$ cat src/rtl/pipeline_latch_ctrl.sv
// Pipeline latch sequencer: decodes per-stage write/flush enables from the hazard inputs
// and a small RUN/MEM_WAIT/FLUSH/HALT state machine, with saturating stall/flush counters.
module pipeline_latch_ctrl #(
  parameter int FLUSH_CYCLES = 2,
  parameter int CNT_WIDTH    = 16
) (
  input  logic                 Clk,
  input  logic                 Reset_N,
  input  logic                 load_use,
  input  logic                 br_mispredict,
  input  logic                 mem_busy,
  input  logic                 halt_req,
  output logic                 pc_write,
  output logic                 if_id_write,
  output logic                 id_ex_write,
  output logic                 ex_mem_write,
  output logic                 mem_wb_write,
  output logic                 if_id_flush,
  output logic                 id_ex_flush,
  output logic                 halted,
  output logic [CNT_WIDTH-1:0] stall_cnt,
  output logic [CNT_WIDTH-1:0] flush_cnt
);

  localparam int FCW = (FLUSH_CYCLES > 2) ? $clog2(FLUSH_CYCLES) : 1;
  localparam logic [FCW-1:0] FLUSH_INIT = FCW'(FLUSH_CYCLES - 1);
  localparam logic [FCW-1:0] FCNT_ONE   = FCW'(1);

  typedef enum logic [1:0] {
    S_RUN      = 2'd0,
    S_MEM_WAIT = 2'd1,
    S_FLUSH    = 2'd2,
    S_HALT     = 2'd3
  } state_e;

  state_e               state_q, state_d;
  logic [FCW-1:0]       fcnt_q, fcnt_d;
  logic [CNT_WIDTH-1:0] stall_q, flush_q;

  // Write enables ordered {pc, if_id, id_ex, ex_mem, mem_wb}
  logic [4:0] wr_s;
  logic       if_flush_s;
  logic       id_flush_s;
  logic       take_br_s;
  logic       stall_ev_s;

  function automatic logic [CNT_WIDTH-1:0] sat_inc(input logic [CNT_WIDTH-1:0] v, input logic en);
    if (en && (v != {CNT_WIDTH{1'b1}})) begin
      return v + {{(CNT_WIDTH-1){1'b0}}, 1'b1};
    end else begin
      return v;
    end
  endfunction

  // Next-state and enable decode; mem_busy > br_mispredict > halt_req > load_use
  always_comb begin
    state_d    = state_q;
    fcnt_d     = fcnt_q;
    wr_s       = 5'b00000;
    if_flush_s = 1'b0;
    id_flush_s = 1'b0;
    take_br_s  = 1'b0;
    case (state_q)
      S_HALT: begin
        state_d = S_HALT;
      end
      S_FLUSH: begin
        if (mem_busy) begin
          state_d = S_FLUSH;
        end else if (br_mispredict) begin
          take_br_s = 1'b1;
        end else begin
          wr_s       = 5'b11111;
          if_flush_s = 1'b1;
          fcnt_d     = fcnt_q - FCNT_ONE;
          state_d    = (fcnt_q <= FCNT_ONE) ? S_RUN : S_FLUSH;
        end
      end
      S_RUN, S_MEM_WAIT: begin
        if (mem_busy) begin
          state_d = S_MEM_WAIT;
        end else if (br_mispredict) begin
          take_br_s = 1'b1;
        end else if (halt_req) begin
          wr_s    = 5'b00001;
          state_d = S_HALT;
        end else if (load_use) begin
          wr_s       = 5'b00111;
          id_flush_s = 1'b1;
          state_d    = S_RUN;
        end else begin
          wr_s    = 5'b11111;
          state_d = S_RUN;
        end
      end
      default: begin
        state_d = S_RUN;
        fcnt_d  = {FCW{1'b0}};
      end
    endcase

    // Accepted mispredict: redirect PC, squash both front latches, arm the flush window
    if (take_br_s) begin
      wr_s       = 5'b11111;
      if_flush_s = 1'b1;
      id_flush_s = 1'b1;
      fcnt_d     = FLUSH_INIT;
      state_d    = (FLUSH_CYCLES > 1) ? S_FLUSH : S_RUN;
    end else begin
      fcnt_d = fcnt_d;
    end

    stall_ev_s = (!wr_s[4]) && (state_q != S_HALT);
  end

  // State, flush window counter and saturating perf counters
  always_ff @(posedge Clk or negedge Reset_N) begin
    if (!Reset_N) begin
      state_q <= S_RUN;
      fcnt_q  <= {FCW{1'b0}};
      stall_q <= {CNT_WIDTH{1'b0}};
      flush_q <= {CNT_WIDTH{1'b0}};
    end else begin
      state_q <= state_d;
      fcnt_q  <= fcnt_d;
      stall_q <= sat_inc(stall_q, stall_ev_s);
      flush_q <= sat_inc(flush_q, take_br_s);
    end
  end

  // Enables are forced low while reset is asserted
  assign pc_write     = Reset_N & wr_s[4];
  assign if_id_write  = Reset_N & wr_s[3];
  assign id_ex_write  = Reset_N & wr_s[2];
  assign ex_mem_write = Reset_N & wr_s[1];
  assign mem_wb_write = Reset_N & wr_s[0];
  assign if_id_flush  = Reset_N & if_flush_s;
  assign id_ex_flush  = Reset_N & id_flush_s;
  assign halted       = (state_q == S_HALT);
  assign stall_cnt    = stall_q;
  assign flush_cnt    = flush_q;

endmodule

$ cat config.mk
export PLATFORM = sky130hd
export DESIGN_NAME = pipeline_latch_ctrl
export DESIGN_NICKNAME = d
export VERILOG_FILES = /design/src/rtl/pipeline_latch_ctrl.sv
export SDC_FILE = /design/constraint.sdc
export NUM_CORES = 1
export LEC_CHECK = 0
export BUFFER_PORTS_ARGS = -buffer_cell sky130_fd_sc_hd__clkbuf_2
export CORE_UTILIZATION = 45
export CTS_CLUSTER_DIAMETER = 40
export DETAILED_ROUTE_END_ITERATION = 6
export PLACE_DENSITY = 0.8
export SYNTH_ARGS = -nofsm -noshare
export SYNTH_HDL_FRONTEND = slang
export SYNTH_SLANG_ARGS = --single-unit
$ cat constraint.sdc
create_clock -name Clk -period 1.5 [get_ports Clk]
set_input_delay 0.075 -clock Clk [delete_from_list [all_inputs] [get_ports Clk]]
set_output_delay 0.075 -clock Clk [all_outputs]
set_load 0.01 [all_outputs]
==> results.sh <==
export IMPL_power_frac_comb_pct=44.3
export IMPL_cts_root_to_sink_buffers=2
export IMPL_setup_viol=2
export IMPL_post_route_period_util_pct=102.6
export IMPL_cts_tree="yes"
export IMPL_status="complete, but fails checks"
export IMPL_via_count=1673
export IMPL_switchingPower_uw=1426
export IMPL_drc=0
export IMPL_peakVddDrop_mv=1.305
export IMPL_first_pass_iters=4
export IMPL_grt_pass1_vias=1542
export IMPL_numPortBuffers=45
export IMPL_grt_max_degree=35
export IMPL_grt_pass1_wl_um=6872
export IMPL_synth_seq_area_share_pct=47.79
export IMPL_synth_top_area_share_pct=47.79
export IMPL_crit_type="reg -> reg"
export IMPL_p_int_uw=2351
export IMPL_hold_viol_final=0
export IMPL_power_frac_seq_pct=37.2
export IMPL_dp_hpwl_um=2979
export IMPL_synth_most_common_cell="dfrtp_1"
export IMPL_synthesis_area_um2=1780
export IMPL_start_kind="flip-flop"
export IMPL_clockRootBuffer="clkbuf_8"
export IMPL_syn_area_per_cell_um2=10.79
export IMPL_layout_drive_gt1_share_pct=56.87
export IMPL_gr_total_overflow=0
export IMPL_slew_headroom_pct=70.87
export IMPL_die_h_um=64.90
export IMPL_routed_wl_um=4723
export IMPL_syn_inst=165
export IMPL_hp_class="in -> reg"
export IMPL_fin_ws_ns=-0.03933
export IMPL_worst_pin_slew_ns=0.4370
export IMPL_powerDensity_nw_per_um2=1362
export IMPL_syn_num_nets=173
export IMPL_synth_warnings=0
export IMPL_final_area_um2=2774
export IMPL_htreeDepth=2
export IMPL_path_max_fanout=5
export IMPL_drv_slew=0
export IMPL_timing_fmax_mhz=649.6
export IMPL_p_sw_share_pct=37.76
export IMPL_postSynthRegisterBits=34
export IMPL_arrival_ns=1.75
export IMPL_place_area_um2=2356
export IMPL_required_ns=1.71
export IMPL_p_leak_uw=0.001342
export IMPL_yosys_top_cells_area="dfrtp_1, xor2_1, nor3_1"
export IMPL_final_nets=269
export IMPL_clk_latency_ns=0.29
export IMPL_p_clk_share_pct=18.5
export IMPL_synthToLayoutAreaGrowth_pct=55.80
export IMPL_clock_sinks=34
export IMPL_synth_cell_type_count=37
export IMPL_synthArstFlopShare_pct=100.0
export IMPL_clock_skew_ns=0.008138
export IMPL_num_io_pins=46
export IMPL_layout_min_cycle_time_ns=1.539
export IMPL_violations="negative setup slack"
export IMPL_end_kind="flip-flop"
export IMPL_maxCapViolCount=0
export IMPL_num_antenna_cells=0
export IMPL_wl_per_cell_um=15.24
export IMPL_synthFlopType="dfrtp_1"
export IMPL_grt_use_total_pct=22.01
export IMPL_rsz0062_at_grt="true"
export IMPL_drtIter0Drc=75
export IMPL_place_congestion=0.8867
export IMPL_numCtsBuffers=5
export IMPL_fin_util_pct=74.65
export IMPL_synth_largest_area_cell="dfrtp_1"
export IMPL_core_um2=3716
export IMPL_synth_edf_count=0
export IMPL_clk_pin_slew_ns=0.07
export IMPL_num_rows=22
export IMPL_synth_common_cells="dfrtp_1, xor2_1, nor3_1"
export IMPL_start_util_pct=47.91
export IMPL_die_w_um=64.90
export IMPL_die_area_um2=4212
export IMPL_antenna_left=0
export IMPL_antenna_found_initial=0
export IMPL_vias_per_cell=5.397
[worst max-delay path, stage by stage (launching register included)]
cell	delay, ns
dfrtp_2	0.44
ha_4	0.19
nand3_4	0.13
nor4_4	0.06
buf_4	0.14
nor4_1	0.30
xor2_1	0.20
[path summary, 6_finish.rpt]
path,startpoint,endpoint,slack (ns),cells past startpoint
max,flush_cnt[0],flush_cnt[6],-0.04,6
min,mem_busy,state_q[1],0.08,2
max reg2reg,flush_cnt[0],flush_cnt[6],-0.04,6
min reg2reg,flush_cnt[15],flush_cnt[15],0.50,1
max in group asynchronous,Reset_N,stall_cnt[12],0.76,3
min in group asynchronous,Reset_N,flush_cnt[13],0.40,3
[routing by layer]
metal,global-route usage [%],share of wire (%),vias to the layer above
met5,0,0,-
met4,7.500,1.2,0
met1,26.74,42,809
li1,-,-,798
met2,36.59,50,61
met3,6.866,6.1,5
[timing repair]
| item | 4_1_cts | 5_1_grt |
|---|---|---|
| endpoints found under the hold margin | 34 | 0 |
| resized for setup | 4 | 41 |
| setup buffers | 4 | 5 |
| pin swaps | 2 | 14 |
| endpoints found under the setup margin | 21 | 28 |
| hold buffers | 1 | 0 |
[cells by family after synthesis]
family | after synthesis | share of synthesized area (%)
buffers and inverters | 10 | 2.600
adders and majority gates | 2 | 1.405
and+or+nand+nor | 76 | 27.76
xor gates and xnor gates | 28 | 13.77
DFF | 34 | 47.79
muxes | 2 | 1.475
AOI/OAI and AO/OA | 13 | 5.200
[layout by cell type (no fill, tap or decap), types with 2 or more instances in the layout]
cell type and n:
nor2_2 3, xnor2_1 3, clkbuf_1 2, inv_1 6, dfrtp_1 25, xor2_1 25
nor3_1 7, and4_1 2, nor2_1 5, nand2_1 9, ha_4 2, a31oi_1 2
nand4_4 2, dfrtp_2 9, nand4_1 9, nand2b_1 2, nand3_2 2, a21oi_1 2
o31ai_1 2, nor4_2 4, clkbuf_8 6, buf_6 3, nor3_2 5, nand3_1 5
nor4_4 6, buf_4 43, clkbuf_2 44, nor4b_4 3
[through the flow]
step                total power (uW)  setup slack (ns)  TNS (ns)  std cells  hold WS [ns]
finish                          3778          -0.03933  -0.04640        310       0.07968
CTS                             3520          -0.03040  -0.05392        305       0.06594
global placement                2695          -0.07932   -0.1232        292        0.1577
floorplan                       2065           -0.1044   -0.1210        165       -0.2206
global route                    4002          -0.07344   -0.4458        310       0.08145
detailed placement              2737           -0.1173   -0.4776        292        0.1633
[state kept, by name (all words and copies together), names as in the netlist]
| signal | count |
|---|---|
| state_q | 2 |
| flush_cnt | 16 |
| stall_cnt | 16 |
[power by group through the flow]
| stage | sequential (uW) | clock (uW) | combinational, uW |
|---|---|---|---|
| 2_1_floorplan | 1510 | 0 | 559 |
| 4_1_cts | 1350 | 724 | 1450 |
| 5_1_grt | 1430 | 753 | 1820 |
| 6_report | 1400 | 700 | 1670 |
| 3_5_place_dp | 1370 | 0 | 1370 |
| 3_3_place_gp | 1360 | 0 | 1340 |
[layout make-up]
class                      count  area (um^2)
clock buffer                   8        90.09
fill                         251        942.2
inverter                       7        28.78
multi-input combinational    121         1141
sequential                    34        862.1
tap                           48        60.06
timing repair buffer          92        591.8
Note: power is estimated with default switching activity, not from simulation.
